--- config.mk ---
export PLATFORM = sky130hd
export DESIGN_NAME = noc_sink_checker_pe
export DESIGN_NICKNAME = d
export VERILOG_FILES = /design/src/rtl/noc_sink_checker_pe.sv
export SDC_FILE = /design/constraint.sdc
export NUM_CORES = 1
export LEC_CHECK = 0
export BUFFER_PORTS_ARGS = -buffer_cell sky130_fd_sc_hd__buf_2
export CAP_MARGIN = 20
export CORE_MARGIN = 2
export CORE_UTILIZATION = 40
export CTS_BUF_LIST = sky130_fd_sc_hd__clkbuf_16
export DETAILED_ROUTE_END_ITERATION = 16
export SYNTH_ARGS = -nofsm -noshare
export SYNTH_HDL_FRONTEND = slang
export SYNTH_SLANG_ARGS = --single-unit
--- constraint.sdc ---
create_clock -name clk -period 4.2 [get_ports clk]
set_input_delay 0 -clock clk [delete_from_list [all_inputs] [get_ports clk]]
set_output_delay 0 -clock clk [all_outputs]
set_load 0.03 [all_outputs]
--- src/rtl/noc_sink_checker_pe.sv ---
// noc_sink_checker_pe
// Ejection-side sink for one mesh node. Accepts flits from the NoC under an
// LFSR-driven backpressure pattern, verifies the destination and the
// per-source sequence numbering, and keeps saturating statistics counters.
// Flow: a one-flit capture register feeds a fully pipelined check stage.

module noc_sink_checker_pe #(
  parameter int         xcord       = 0,
  parameter int         ycord       = 0,
  parameter int         X           = 2,
  parameter int         Y           = 2,
  parameter int         x_size      = 1,
  parameter int         y_size      = 1,
  parameter int         data_width  = 256,
  parameter int         total_width = x_size + y_size + data_width,
  parameter int         expPkts     = 300,
  parameter int         stallRate   = 0,
  parameter logic [7:0] seed        = 8'hA5
) (
  input  logic                   clk,
  input  logic                   rst,
  input  logic                   start,
  input  logic                   i_valid,
  input  logic [total_width-1:0] i_data,
  output logic                   o_ready,
  output logic                   done,
  output logic [31:0]            rcvCount,
  output logic [31:0]            misrouteCount,
  output logic [31:0]            seqErrCount,
  output logic                   error
);

  localparam int              nodes    = X * Y;
  localparam int              idx_w    = (nodes > 1) ? $clog2(nodes) : 1;
  localparam int              src_w    = x_size + y_size;
  localparam logic [x_size-1:0] my_x   = x_size'(xcord);
  localparam logic [y_size-1:0] my_y   = y_size'(ycord);
  localparam logic [8:0]      stall_th = 9'(stallRate);
  localparam logic [31:0]     last_cnt = 32'(expPkts - 1);

  typedef enum logic [1:0] {
    ST_IDLE,
    ST_RUN,
    ST_DONE
  } state_t;

  state_t     state;
  logic [7:0] lfsr;
  logic [7:0] lfsr_next;

  // Flit field extraction
  logic [data_width-1:0] payload;
  logic [x_size-1:0]     in_dest_x;
  logic [y_size-1:0]     in_dest_y;
  logic [x_size-1:0]     in_src_x;
  logic [y_size-1:0]     in_src_y;
  logic [31:0]           in_seq;

  assign payload   = i_data[total_width-1 -: data_width];
  assign in_dest_x = i_data[x_size-1:0];
  assign in_dest_y = i_data[x_size +: y_size];
  assign in_src_x  = payload[x_size-1:0];
  assign in_src_y  = payload[x_size +: y_size];
  assign in_seq    = payload[src_w +: 32];

  // Payload bits above the sequence number carry no meaning for the sink.
  if (data_width > src_w + 32) begin : g_unused
    logic unused_payload;
    assign unused_payload = ^payload[data_width-1:src_w+32];
  end

  // Capture stage
  logic              cap_valid;
  logic [x_size-1:0] cap_dest_x;
  logic [y_size-1:0] cap_dest_y;
  logic [x_size-1:0] cap_src_x;
  logic [y_size-1:0] cap_src_y;
  logic [31:0]       cap_seq;

  // Check stage
  logic [31:0]      exp_tab [nodes];
  logic [31:0]      src_idx;
  logic [idx_w-1:0] tab_idx;
  logic             src_ok;
  logic [31:0]      exp_rd;
  logic             seq_bad;
  logic             misroute;

  function automatic logic [31:0] sat_inc(input logic [31:0] v);
    return (v == 32'hFFFF_FFFF) ? v : v + 32'd1;
  endfunction

  // Sink accepts only while running; the drain phase never stalls.
  assign o_ready = (state == ST_DONE) ||
                   ((state == ST_RUN) && ({1'b0, lfsr} >= stall_th));

  // x^8 + x^6 + x^5 + x^4 + 1, shifting left.
  assign lfsr_next = {lfsr[6:0], lfsr[7] ^ lfsr[5] ^ lfsr[4] ^ lfsr[3]};

  // Control FSM: IDLE until start, RUN until the expected total is counted,
  // then DONE (sticky) where counting continues.
  always_ff @(posedge clk) begin
    if (rst) begin
      state <= ST_IDLE;
      lfsr  <= seed;
      done  <= 1'b0;
    end else begin
      case (state)
        ST_IDLE: begin
          if (start) state <= ST_RUN;
        end
        ST_RUN: begin
          lfsr <= lfsr_next;
          if (cap_valid && (rcvCount == last_cnt)) begin
            state <= ST_DONE;
            done  <= 1'b1;
          end
        end
        ST_DONE: begin
          done <= 1'b1;
        end
        default: state <= ST_IDLE;
      endcase
    end
  end

  // Capture valid: a reset drops any flit already taken but not yet checked.
  always_ff @(posedge clk) begin
    if (rst) cap_valid <= 1'b0;
    else     cap_valid <= i_valid & o_ready;
  end

  // Capture the fields of an accepted flit.
  // NOTE: pure datapath registers are qualified by cap_valid, so they need no reset.
  always_ff @(posedge clk) begin
    if (i_valid && o_ready) begin
      cap_dest_x <= in_dest_x;
      cap_dest_y <= in_dest_y;
      cap_src_x  <= in_src_x;
      cap_src_y  <= in_src_y;
      cap_seq    <= in_seq;
    end
  end

  // Check-stage decode. The table is read combinationally and written at the
  // end of the same cycle, so a same-source flit in the very next cycle
  // already sees the updated expectation without a separate bypass path.
  assign src_idx  = 32'(cap_src_x) + 32'(X) * 32'(cap_src_y);
  assign src_ok   = (src_idx < 32'(nodes));
  assign tab_idx  = src_idx[idx_w-1:0];
  assign exp_rd   = src_ok ? exp_tab[tab_idx] : 32'd0;
  assign seq_bad  = !src_ok || (cap_seq != exp_rd);
  assign misroute = (cap_dest_x != my_x) || (cap_dest_y != my_y);

  // Check stage: update counters, sticky error and the expected-sequence table.
  always_ff @(posedge clk) begin
    if (rst) begin
      rcvCount      <= 32'd0;
      misrouteCount <= 32'd0;
      seqErrCount   <= 32'd0;
      error         <= 1'b0;
      // NOTE: the sequence table must restart from zero after every reset,
      // so unlike a plain RAM it is explicitly cleared here.
      for (int i = 0; i < nodes; i++) exp_tab[i] <= 32'd0;
    end else if (cap_valid) begin
      rcvCount <= sat_inc(rcvCount);
      if (misroute) begin
        misrouteCount <= sat_inc(misrouteCount);
        error         <= 1'b1;
      end
      if (seq_bad) begin
        seqErrCount <= sat_inc(seqErrCount);
        error       <= 1'b1;
      end
      if (src_ok) exp_tab[tab_idx] <= cap_seq + 32'd1;
    end
  end

endmodule

## Word-level counts from Yosys, hierarchy flattened

Memory sizes are Yosys's and may differ from the RTL's.
Index checks and enable logic that the tools add are counted.

| cells by class | value |
|---|---|
| equal/unequal tests | 9 |
| bitwise logic cells | 5 |
| multiplexer cells | 17 |
| magnitude comparators | 1 |
| reduce and logical (&&, ||, !) cells | 16 |
| add/sub/neg operators | 5 |

Operators with widths:

| kind | number |
|---|---|
| $add 32x1->32 const B | 4 |
| $eq 32x32->1 const B | 3 |
| $mux 32 | 2 |
| $eq 32x9->1 const B | 1 |
| $ne 32x32->1 | 1 |
| $reduce_or 32->1 | 1 |
| $mux 1 | 10 |
| $reduce_and 3->1 | 3 |
| $mux 2 | 3 |
| $pmux 2 s3 | 1 |
| $reduce_and 2->1 | 3 |
| $not 1->1 | 4 |
| $reduce_bool 2->1 | 2 |
| $add 1x2->3 | 1 |
| $logic_or 1x1->1 | 3 |
| $lt 3x3->1 const B | 1 |
| $eq 2x1->1 const B | 1 |
| $eq 2x2->1 const B | 1 |
| $logic_and 1x1->1 | 2 |
| $logic_not 2->1 | 1 |
| $ne 2x1->1 const B | 1 |
| $ne 2x2->1 const B | 1 |
| $pmux 1 s2 | 1 |
| $and 1x1->1 | 1 |
| $logic_not 1->1 | 1 |

| word-level totals | value |
|---|---|
| bits in registers | 137 |
| memory bits (writable) | 128 |
| logic and storage cells | 66 |
| memories | 1 |

Memories:

| memory | words | bits a word | read ports | clocked after memory_dff | write ports | line | source |
|---|---|---|---|---|---|---|---|
| exp_tab | 4 | 32 | 1 | 0 | 4 | 81 | `logic [31:0] exp_tab [nodes];` |

## Logic depth before layout (Yosys ltp)

Gate-level depths: netlist of run 1.

| logic depth | value |
|---|---|
| word-level depth | 8 |
| gate-level depth with buffers | 11 |
| gate-level depth less buffers | 8 |

## Least setup slack after synthesis of run 1

Ideal clock, no wire load.

| path | value |
|---|---|
| kind | register -> register |
| start point | reg seqErrCount[0] |
| end point | reg seqErrCount[27] |
| arrival | 2.547 ns |
| cell stages (with the launch flop) | 10 |
| period minus slack after synthesis | 2.668 ns |
| library setup time | 0.121 ns |
| slack | 1.532 ns |
| path through | dfxtp_1 ha_1 nand2_1 or2_2 or2_2 o31ai_1 a21oi_2 buf_2 nand4_1 mux2_2 |

| on the way | value |
|---|---|
| longest elaborated chain between the ends | 3 |

RTL lines:

| what | line | source |
|---|---|---|
| start, declared | 29 | `output logic [31:0] seqErrCount,` |
| start signal, assigned | 172 | `seqErrCount <= sat_inc(seqErrCount);` |
| branches (longest 3 deep; another with $add 32x1->32) | - |  |

Several ways; the timed one is not identified.
A chain may end at the register's enable or synchronous reset.

## Worst setup path after layout of run 1

| path | value |
|---|---|
| start point | reg cap_src_x |
| end point | reg seqErrCount[25] |

| on the way | value |
|---|---|
| longest elaborated chain between the ends | 6 |

RTL lines:

| what | line | source |
|---|---|---|
| start, declared | 76 | `logic [x_size-1:0] cap_src_x;` |
| start signal, assigned | 139 | `cap_src_x <= in_src_x;` |
| $add 1x2->3 (*) | 148 | `assign src_idx = 32'(cap_src_x) + 32'(X) * 32'(cap_src_y);` |
| $lt 3x3->1 / $mem_v2 4x32 (equally long branches) | - |  |
| $mux 32 | 151 | `assign exp_rd = src_ok ? exp_tab[tab_idx] : 32'd0;` |
| $ne 32x32->1 | 152 | `assign seq_bad = !src_ok \|\| (cap_seq != exp_rd);` |
| $logic_or 1x1->1 (*) | 152 |  |
| $reduce_and 3->1 (no source line) (*) | - |  |

Every way passes the cells marked *; elsewhere a longest branch is shown, timed or not.

==> results of run 1 <==
cells by family after synthesis:
kind of cell             after synthesis  share of synthesized area [%]
AO/OA/AOI/OAI                         79                           4.01
AND/OR/NAND/NOR                      490                           19.7
multiplexers                          51                           7.67
XOR/XNOR                             110                           7.85
flip-flops                           265                           56.6
buffers and inverters                 94                           3.27
adder cells (fa/ha/maj)                8                          0.816
path summary, 6_finish.rpt:
check	start	to	slack [ps]	depth (start not counted)
setup reg to reg	cap_src_x	seqErrCount[25]	890	9
setup / recovery	cap_src_x	seqErrCount[25]	890	9
hold reg to reg	done	done	460	2
hold / removal	i_data[34]	cap_seq[30]	140	2
routing by layer:
| metal | vias to the layer above | wire length, µm | track usage, % |
|---|---|---|---|
| li1 | 4254 | - | - |
| met1 | 4286 | 12900 | 25.3 |
| met2 | 224 | 13900 | 29.5 |
| met3 | 35 | 1470 | 2.35 |
| met4 | 0 | 577 | 4.03 |
| met5 | - | 0 | 0 |
flip-flops by register name, summed over array words and instances, names as in the netlist:
register and flops:
exp_tab 128, cap_seq 32, cap_dest_y 1, cap_src_x 1, done 1, cap_dest_x 1
cap_src_y 1, misrouteCount 32, state 2, rcvCount 32, cap_valid 1, seqErrCount 32
error 1
layout by cell type, fill, tap and decap left out, types with 3 or more instances in the layout:
cell           netlist  layout
and2_1               4       3
o21ai_0             24      24
nor4_1              12      12
edfxtp_1           164     164
clkinv_2             0       4
buf_4                1      14
clkinv_1             0       9
mux2_1               6       6
nand3_1             45      45
mux2i_1              4       4
xor2_1              28      28
dlygate4sd3_1        0      38
buf_12               0       3
nor3_1              18      18
nand2_1             41      41
mux4_2              32      32
nor2b_1             16      16
nor2_1             222     222
or3_1               18      18
xnor2_1             82      82
mux2_4               3       3
a31o_1               7       7
inv_1               44      52
and3_1              22      22
buf_2                6     137
a21oi_1             27      27
or2_2                6       6
ha_1                 8       8
a21o_1               8       8
nand4_1             46      46
clkbuf_16            0      30
dfxtp_1            101     101
and4_1              14      14
nand2b_1            17      17
mux2_2               6       6
report_power, final:
| part | total, mW | internal [mW] | switching, mW |
|---|---|---|---|
| combinational | 0.558 | 0.236 | 0.322 |
| clock | 2.37 | 1.34 | 1.02 |
| sequential | 2.98 | 2.89 | 0.0884 |
| total | 5.90 | 4.47 | 1.43 |
layout make-up:
type / count / area, µm²
Clock buffer: 30 / 751
Clock inverter: 24 / 139
Fill cell: 2810 / 15800
Inverter: 44 / 165
Multi-Input combinational cell: 738 / 4920
Sequential cell: 265 / 6950
Tap cell: 396 / 495
Timing Repair Buffer: 193 / 1260
stage by stage:
step                instances  power, mW  cell area, µm²  worst slack (ps)
CTS                      1689       5.96           14600               906
detailed placement       1597       3.56           13400               936
global placement         1597       3.55           13400               946
finish                   1690       5.90           14700               893
floorplan                1097       3.39           12300              1530
global route             1690       6.13           14700               756
worst max-delay path, cell delays in order (launching register included):
cell	delay (ps)
edfxtp_1	370
buf_12	300
mux4_2	550
xnor2_1	240
nand4_1	310
nor4_4	530
a21oi_2	130
buf_12	200
and4bb_1	220
mux2_4	290
==> results, run 1 <==
- The horizontal extent of the die is 179 µm.
- The maximum clock frequency is 302 MHz.
- The wire length after detailed routing is 28800 µm.
- The peak supply drop is 0.000366 V.
- CTS built an H-tree with a depth of 1.
- The core box area is 30400 µm².
- The worst setup path is launched from a register.
- The fraction of synthesis flops using an asynchronous set or reset pin is 0%.
- The run finished with clean final reports.
- Sequential cells were found to cover 56.6% of the synthesized design area.
- The congestion estimate from routability-driven global placement came to 0.788.
- The number of synthesized flops with an enable pin is 164.
- Sorting the synthesized cells by area gives the leading types as edfxtp_1, dfxtp_1, nor2_1.
- The share of the cycle needed by the critical path after routing is 78.7%.
- Counting flops and latches in the post-synthesis netlist gives 265.
- Setup repair after global routing left no endpoint under its margin.
- The worst pin sits at a relative slew slack of 33.0%.
- Clock skew on the completed layout was measured at 29.1 ps.
- TritonCTS created 30 clock buffers.
- The leakage dissipation is 5.54 nW.
- Counting instances in the post-synthesis netlist gives the leading cell types as nor2_1, edfxtp_1, dfxtp_1.
- The number of buffers added on ports is 138.
- During synthesis, Yosys emitted a total of 0 warnings.
- The TritonCTS clock tree is yes.
- The initial antenna violation count is 0.
- The first-pass iteration count of the detailed router is 6.
- Subtracting the final worst setup slack from the clock period gives 3310 ps.
- The repair_antennas step left the layout with diodes totalling 0.
- The gate count of the mapped netlist is 1097.
- The number of hold buffers added after CTS was 38.
- The max capacitance violation total is 0.
- The number of sinks on the clock net is 265.
- The number of design-rule violations left by the first detailed-router iteration is 650.
- Dividing the synthesized area by the synthesized cell count gives 11.2 µm².
- The largest fanout on the critical path is 43.
- The arrival time of the worst setup path is 3730 ps.
- Cells with a size suffix above 1 make up 18.9% of the layout.
- The clock input transition at the sequential cells of the worst setup and hold paths is 70 ps.
- The worst hold path class is in2reg.
- For the worst-skew pair, the clock arrives at the later sink with an insertion delay of 560 ps.
- The buffer levels on the longest clock path is 3.
- Entering global routing, the biggest net connects 95 pins.
- The final max-slew violation count is 0.
- The HPWL after detailed placement is 18100 µm.
- The area fraction of the dominant cell type after synthesis is 40.2%.
- The final count of negative-setup-slack endpoints is 0.
- The most used flip-flop cell after synthesis is edfxtp_1.
- From synthesis to final layout, the design area changed by 19.6%.
- The final routed wire length divided by cell count is 17.0 µm.
- The final standard cell utilization of the core is 48.2%.
- nor2_1 is the most common cell in the netlist.
- The post-CTS setup-driven buffer insertion count is 0.
- Setup total negative slack on the finished layout was measured at 0 ps.
- The number of nets in the finished design is 1542.
- The detail route stage leaves a number of antenna-violating nets equal to 0.
- The area of the die is 32100 µm².
- The count of unresolved DRC violations after routing is 0.
- Post-CTS repair changed the size of 0 cells.
- The vertical die dimension is 179 µm.
- Global routing used 17.9% of the available tracks across all layers.
- The overall via count from detail_route is 8799.
- The number of rows in the core area is 64.
- At the worst endpoint, the required time is 4630 ps.
- The dominant cell type by area after synthesis is edfxtp_1.
- Dividing total power by cell area gives a power density of 402 nW/µm².
- The number of global-route vias before repair is 8280.
- The via count normalized by instance count is 5.21.
- The first global-routing pass estimated 45300 µm of wire.
- For this run the aggregate overflow at the end of global routing stands at 0.
- The initial core utilization is 40.3%.
- The kind of end point of the critical path is a register.
- The start-to-end type of the worst setup path is reg2reg.
- The cell area after synthesis is 12300 µm².
- The worst hold slack after final layout is 144 ps.
- The boundary pin count is 361.
- Synthesis produced a netlist with a net count of 1367.
- The netlist uses 51 different library cells.
- At the pin with the least slew margin, the transition time is 1010 ps.
- The clock root buffer master is clkbuf_16.
- The hold violation total from the final report is 0.
Note: power is estimated with default switching activity, not from simulation.
==> run 2: changes to the inputs <==
clock period = 3.05 ns   (was 4.2 ns; I/O delays follow)
==> run 2 against run 1 <==
Effect of this change: register-to-register slack worse by 850 ps; die area stayed put; critical path depth is 4 higher; worst setup slack worse by 850 ps; fmax is 9.9% higher; sequential share of layout area is 1.4 points lower; sequential power is 37% higher; clock power is 36% higher; combinational power is 58% higher; global-route usage hardly changed; count of clock-buffer cells in the layout stayed put; largest power group unchanged.
==> results, run 2 (synthesized netlist as in run 1, its figures left out) <==
- Run status: completed (unchanged).
- The remaining global-route overflow is 0 (unchanged).
- The arrival time of the worst setup path is 3440 ps (was 3730 ps).
- The worst relative slew slack came to 33.4% (was 33.0%).
- The number of cells traversed by the worst register-to-register path is 13 (was 9).
- The final max-slew violation count is 0 (unchanged).
- The total instance count after detailed placement is 1630 (was 1597).
- The max capacitance violation total is 0 (unchanged).
- The launch point of the critical path is cap_src_x (unchanged).
- The clock latency at the later pin of the worst-skew pair is 540 ps (was 560 ps).
- The first-pass iteration count of the detailed router came to 8 (was 6).
- The internal power of the cells was 6.22 mW (was 4.47 mW).
- The number of global-route vias before repair is 8413 (was 8280).
- The net load switching power was 1.98 mW (was 1.43 mW).
- The overall via count from detail_route is 8878 (was 8799).
- The initial antenna violation count is 0 (unchanged).
- The HPWL after detailed placement is 19300 µm (was 18100 µm).
- The source of the worst hold timing path is i_data[14] (was i_data[34]).
- The kind of end point of the critical path was a register (unchanged).
- The number of sinks on the clock net is 265 (unchanged).
- The horizontal extent of the die is 179 µm (unchanged).
- The number of rows in the core area is 64 (unchanged).
- The signed area change from the synthesized netlist to the final layout is 23.3% (was 19.6%).
- The setup slack on the worst flop-to-flop path came to 40 ps (was 890 ps).
- The TritonCTS clock tree is yes (unchanged).
- The sum of buffers and inverters on the critical path came to 6 (was 2).
- The switching share of total power came to 24.1% (was 24.3%).
- The overall fraction of global-route tracks in use is 17.9% (about the same).
- The busiest metal layer after global routing was met2 (unchanged).
- The worst hold path class was in2reg (unchanged).
- The maximum clock frequency is 332 MHz (was 302 MHz).
- The share of the cycle needed by the critical path after routing is 98.7% (was 78.7%).
- The area of the die is 32100 µm² (unchanged).
- The leakage dissipation is 5.81 nW (was 5.54 nW).
- The cell family contributing the most delay on the critical path is buffers and inverters (was simple AND/OR/NAND/NOR gates).
- The clock root buffer master is clkbuf_16 (unchanged).
- The number of nets with antenna violations after routing was 0 (unchanged).
- The kind of launch point of the worst setup path is a register (unchanged).
- The most common library cell in the layout ignoring fill and taps is nor2_1 (unchanged).
- The maximum clock skew at final layout is 12.7 ps (was 29.1 ps).
- The weighted congestion at the end of routability-driven global placement is 0.777 (was 0.788).
- The total number of cells along the worst setup path is 13 (was 9).
- The final count of negative-setup-slack endpoints is 0 (unchanged).
- The largest net degree at the start of global routing came to 98 (was 95).
- The most prevalent standard cell on the critical path is buf_4 (was buf_12).
- The depth of the worst hold-timing path is 2 (unchanged).
- The initial core utilization came to 40.3% (unchanged).
- The fraction of final layout cells with drive strength greater than 1 was 22.5% (was 18.9%).
- The number of antenna cells inserted is 0 (unchanged).
- The largest fanout on the critical path came to 8 (was 43).
- The met1 usage is 24.1% (was 25.3%).
- The core box area is 30400 µm² (unchanged).
- The total clock buffers created by CTS is 29 (was 30).
- Unrepaired setup endpoints after global routing: true (was false).
- The number of nets in the finished design is 1583 (was 1542).
- The number of buffers added on ports came to 138 (unchanged).
- The portion of total power attributed to combinational logic came to 10.8% (was 9.5%).
- The final routed wire length divided by cell count is 17.1 µm (was 17.0 µm).
- The slew at the pin closest to its max-slew limit is 999 ps (was 1010 ps).
- The clock input transition at the sequential cells of the worst setup and hold paths came to 60 ps (was 70 ps).
- The destination of the worst register-to-register timing path is seqErrCount[19] (was seqErrCount[25]).
- The clock period minus final worst setup slack came to 3010 ps (was 3310 ps).
- The required time reported for the critical path endpoint is 3480 ps (was 4630 ps).
- Commonest non-fill, non-tap cells in the layout: nor2_1, edfxtp_1, buf_2 (unchanged).
- The global routing usage on met3 came to 2.65% (was 2.35%).
- The end point of the most critical hold path is cap_seq[10] (was cap_seq[30]).
- The vertical die dimension came to 179 µm (unchanged).
- The flip-flop count of the largest register, all copies and words added is 128 (unchanged).
- The count of unresolved DRC violations after routing is 0 (unchanged).
- The number of design-rule violations left by the first detailed-router iteration came to 686 (was 650).
- Ordered list of cells on the worst path: buf_6 > clkbuf_16 > buf_4 > buf_4 > mux4_2 > xnor2_1 > nand4_1 > nor4_4 > buf_4 > a21oi_4 > buf_12 > and4bb_1 > mux2_4 (was buf_12 > mux4_2 > xnor2_1 > nand4_1 > nor4_4 > a21oi_2 > buf_12 > and4bb_1 > mux2_4).
- The met2 track demand over resource in global routing came to 30.4% (was 29.5%).
- The part of the total power dissipated in sequential elements is 50.0% (was 50.4%).
- The hold violation total from the final report is 0 (unchanged).
- The register with the most flip-flops is exp_tab (unchanged).
- The buffer levels on the longest clock path is 3 (unchanged).
- The via count normalized by instance count was 5.13 (was 5.21).
- The standard cell with the maximum stage delay on the critical path is mux4_2 (unchanged).
- The H-tree depth is 1 (unchanged).
- The wire length after detailed routing is 29600 µm (was 28800 µm).
- The peak supply drop is 0.000413 V (was 0.000366 V).
- The power density over the cells was 542 nW/µm² (was 402 nW/µm²).
- The boundary pin count came to 361 (unchanged).
- The global-route wire length before repair came to 45100 µm (was 45300 µm).
- The reg-to-reg startpoint is cap_src_x (unchanged).
- The relative contribution of the clock network to total power was 39.3% (was 40.1%).
- The total design power is 8.20 mW (was 5.90 mW).
- The start-to-end type of the worst setup path is reg2reg (unchanged).
- The maximum single-stage delay on the critical path came to 420 ps (was 550 ps).
- The number of non-filler instances in the completed layout is 1729 (was 1690).
-- run 2: cell count changes in the layout (fill, tap and decap cells not counted), sizes merged --
| cell | before | now |
|---|---|---|
| buf | 155 | 194 |
| clkinv | 15 | 12 |
| clkbuf | 30 | 33 |
-- run 2: metal layers --
layer	vias up	part of all wire [%]
li1	4330	-
met1	4287	44
met2	219	48
met3	42	5.3
met4	0	1.8
met5	-	0
-- run 2: power by group through the flow --
stage / clock network (mW) / logic, mW / registers [mW]
floorplan: 0 / 0.533 / 4.13
global placement: 0 / 0.774 / 4.16
detailed placement: 0 / 0.787 / 4.17
CTS: 3.29 / 0.836 / 4.09
global route: 3.44 / 0.955 / 4.11
finish: 3.22 / 0.883 / 4.09
-- run 2: how the worst max path moves through the flow --
stage                            endpoint  slack (ps)
after floorplan           seqErrCount[27]         380
after global placement    seqErrCount[19]          50
after detailed placement  seqErrCount[19]           8
after CTS                 seqErrCount[19]          20
after global routing      seqErrCount[25]         -40
final                     seqErrCount[19]          40
-- run 2: metrics by stage --
step / hold WS, ps / setup WS (ps) / TNS, ps / area (µm²) / utilization [%]
3_3_place_gp: 177 / 46.1 / 0 / 13600 / 44.9
6_report: 162 / 40.5 / 0 / 15100 / 49.7
3_5_place_dp: 178 / 8.07 / 0 / 13600 / 44.9
4_1_cts: 145 / 16.7 / 0 / 14900 / 49.1
2_1_floorplan: 98.9 / 382 / 0 / 12300 / -
5_1_grt: 160 / -40.5 / -126 / 15100 / 49.7
-- run 2: final cells by class --
type,instances,area [µm²]
Fill cell,2805,15300
Sequential cell,265,6950
Multi-Input combinational cell,738,5000
Timing Repair Buffer,235,1650
Clock buffer,30,751
Tap cell,396,495
Inverter,44,165
Clock inverter,21,113
-- run 2: worst reg2reg max path: stages, from the launching register on --
cell	delay, ps
edfxtp_1	370
buf_6	150
clkbuf_16	150
buf_4	140
buf_4	130
mux4_2	420
xnor2_1	250
nand4_1	180
nor4_4	170
buf_4	180
a21oi_4	100
buf_12	170
and4bb_1	200
mux2_4	290
-- run 2: repair_timing --
item                                   4_1_cts  5_1_grt
endpoints found under the hold margin       52        0
gates resized for setup                      1       18
cloned                                       0        3
hold buffers                                38        0
setup endpoints to repair                    2       15
buffers inserted                             4        3
pin swaps                                    2        6
==> run 3: changes to the inputs <==
CTS_CLUSTER_SIZE = 10   (was default)
GPL_TIMING_DRIVEN = 1   (was default)
clock period = 2.9 ns   (was 3.05 ns; I/O delays follow)
==> run 3 against run 2 <==
Effect of this change: the run now ends with negative setup slack left; fmax up 2.5%; total power up 4.3%; clock skew up 3.7 ps; core utilization about the same; sequential cell count unchanged; non-clock buffer count down 2; global-route usage up 0.19 points; combinational power up 5.8%; critical endpoint is now seqErrCount[25]; largest power group unchanged; highest routed layer unchanged.
==> results, run 3 (synthesized netlist as in run 1, its figures left out) <==
- The length of routed wiring on met1 was 13100 µm (was 13200 µm).
- The share of the cycle needed by the critical path after routing was 101% (was 98.7%).
- The final routed wire length divided by cell count is 17.1 µm (about the same).
- The total number of cells along the worst setup path is 11 (was 13).
- The wire length after detailed routing was 29500 µm (was 29600 µm).
- The clock latency at the later pin of the worst-skew pair is 550 ps (was 540 ps).
- The final standard cell utilization of the core is 49.7% (about the same).
- The start-to-end type of the worst setup path is reg2reg (unchanged).
- The number of cells traversed by the worst register-to-register path is 11 (was 13).
- Commonest non-fill, non-tap cells in the layout: nor2_1, edfxtp_1, buf_2 (unchanged).
- The horizontal extent of the die is 179 µm (unchanged).
- The core box area is 30400 µm² (unchanged).
- The most prevalent standard cell on the critical path is buf_12 (was buf_4).
- The power density over the cells came to 565 nW/µm² (was 542 nW/µm²).
- The required time reported for the critical path endpoint was 3330 ps (was 3480 ps).
- The cell family contributing the most delay on the critical path is multiplexers (was buffers and inverters).
- The count of unresolved DRC violations after routing came to 0 (unchanged).
- The final worst-path setup slack is -35.0 ps (was 40.5 ps).
- The global-route wire length before repair came to 45600 µm (was 45100 µm).
- The H-tree depth is 1 (unchanged).
- The remaining global-route overflow was 0 (unchanged).
- The kind of end point of the critical path is a register (unchanged).
- The depth of the worst hold-timing path is 2 (unchanged).
- The signed area change from the synthesized netlist to the final layout is 23.3% (about the same).
- The overall via count from detail_route came to 8952 (was 8878).
- The initial core utilization was 40.3% (unchanged).
- Run status: finished, violations left (was completed).
- The highest metal layer with signal wires is met4 (unchanged).
- The hold violation total from the final report is 0 (unchanged).
- The max capacitance violation total is 0 (unchanged).
- The number of rows in the core area is 64 (unchanged).
- Ordered list of cells on the worst path: buf_12 > buf_12 > mux4_2 > xnor2_2 > nand4_1 > nor4_4 > buf_4 > a21oi_4 > buf_12 > and4bb_1 > mux2_4 (was buf_6 > clkbuf_16 > buf_4 > buf_4 > mux4_2 > xnor2_1 > nand4_1 > nor4_4 > buf_4 > a21oi_4 > buf_12 > and4bb_1 > mux2_4).
- The final count of negative-setup-slack endpoints is 5 (was 0).
- The first-pass iteration count of the detailed router was 5 (was 8).
- The register with the most flip-flops is exp_tab (unchanged).
- The slew at the pin closest to its max-slew limit is 891 ps (was 999 ps).
- The number of sinks on the clock net is 265 (unchanged).
- The number of global-route vias before repair came to 8535 (was 8413).
- The maximum clock skew at final layout came to 16.4 ps (was 12.7 ps).
- The buffer levels on the longest clock path came to 3 (unchanged).
- The peak supply drop is 0.000521 V (was 0.000413 V).
- The worst relative slew slack is 40.6% (was 33.4%).
- The worst hold path class is in2reg (unchanged).
- The setup slack on the worst flop-to-flop path is -40 ps (was 40 ps).
- The TritonCTS clock tree is yes (unchanged).
- The number of nets with antenna violations after routing is 0 (unchanged).
- The largest net degree at the start of global routing was 88 (was 98).
- The fraction of final layout cells with drive strength greater than 1 was 22.4% (was 22.5%).
- The via count normalized by instance count was 5.20 (was 5.13).
- The area of the die was 32100 µm² (unchanged).
- The clock period minus final worst setup slack is 2940 ps (was 3010 ps).
- The clock root buffer master is clkbuf_16 (unchanged).
- The kind of launch point of the worst setup path is a register (unchanged).
- The number of buffers added on ports came to 138 (unchanged).
- The maximum clock frequency is 341 MHz (was 332 MHz).
- The maximum single-stage delay on the critical path is 520 ps (was 420 ps).
- Unrepaired setup endpoints after global routing: true (unchanged).
- The sum of buffers and inverters on the critical path is 4 (was 6).
- The HPWL after detailed placement is 18800 µm (was 19300 µm).
- The total clock buffers created by CTS came to 31 (was 29).
- The worst hold slack after final layout is 159 ps (was 162 ps).
- The largest fanout on the critical path is 12 (was 8).
- The final max-slew violation count came to 0 (unchanged).
- The vertical die dimension is 179 µm (unchanged).
- The initial antenna violation count came to 0 (unchanged).
- The boundary pin count was 361 (unchanged).
- The checks that failed: negative setup slack.
- The met2 wire length was 14000 µm (was 14400 µm).
- The total design power was 8.55 mW (was 8.20 mW).
- The number of design-rule violations left by the first detailed-router iteration came to 571 (was 686).
- The flip-flop count of the largest register, all copies and words added is 128 (unchanged).
- The number of antenna cells inserted came to 0 (unchanged).
- The overall fraction of global-route tracks in use is 18.1% (was 17.9%).
- The number of nets in the finished design was 1583 (unchanged).
- The standard cell with the maximum stage delay on the critical path is mux4_2 (unchanged).
- The most common library cell in the layout ignoring fill and taps was nor2_1 (unchanged).
- The weighted congestion at the end of routability-driven global placement is 0.778 (was 0.777).
- The met3 layer wire length in the routed design is 1710 µm (was 1570 µm).
- The leakage dissipation is 5.81 nW (about the same).
- The arrival time of the worst setup path is 3370 ps (was 3440 ps).
- The clock input transition at the sequential cells of the worst setup and hold paths was 50 ps (was 60 ps).
-- run 3: layout make-up --
class                           instances  area [µm²]
Fill cell                            2747       15300
Sequential cell                       265        6950
Multi-Input combinational cell        738        5070
Timing Repair Buffer                  233        1620
Clock buffer                           31         776
Tap cell                              396         495
Inverter                               44         165
Clock inverter                         15        57.6
-- run 3: what timing repair did --
| action | 4_1_cts | 5_1_grt |
|---|---|---|
| gates resized for setup | 14 | 15 |
| cloned | 1 | 0 |
| setup buffers | 13 | 1 |
| hold buffers | 38 | 0 |
| pin swaps | 8 | 6 |
| endpoints found under the hold margin | 55 | 0 |
| endpoints found under the setup margin | 28 | 30 |
-- run 3: layer usage --
| metal | track usage, % | vias to the layer above |
|---|---|---|
| met1 | 24.2 | 4314 |
| met4 | 5.58 | 0 |
| li1 | - | 4334 |
| met2 | 30.4 | 257 |
| met5 | 0 | - |
| met3 | 2.59 | 47 |
-- run 3: path summary, 6_finish.rpt --
kind / start / to
worst max-delay path: cap_src_x / seqErrCount[25]
worst min-delay path: i_data[27] / cap_seq[23]
worst max register to register: cap_src_x / seqErrCount[25]
worst min register to register: done / done
-- run 3: per-stage QoR --
step	TNS, ps	worst slack, ps	instances	instance area (µm²)
floorplan	0	232	1097	12300
global placement	-4400	-251	1624	13600
detailed placement	-5290	-294	1624	13600
CTS	-43.7	-20.7	1722	15000
global route	-923	-97.3	1722	15100
finish	-114	-35.0	1722	15100
-- run 3: power by group --
group | switching, mW | leakage [nW] | internal [mW]
Clock | 1.43 | 0.449 | 1.88
Combinational | 0.510 | 2.89 | 0.424
Sequential | 0.124 | 2.47 | 4.18
Total | 2.06 | 5.81 | 6.49
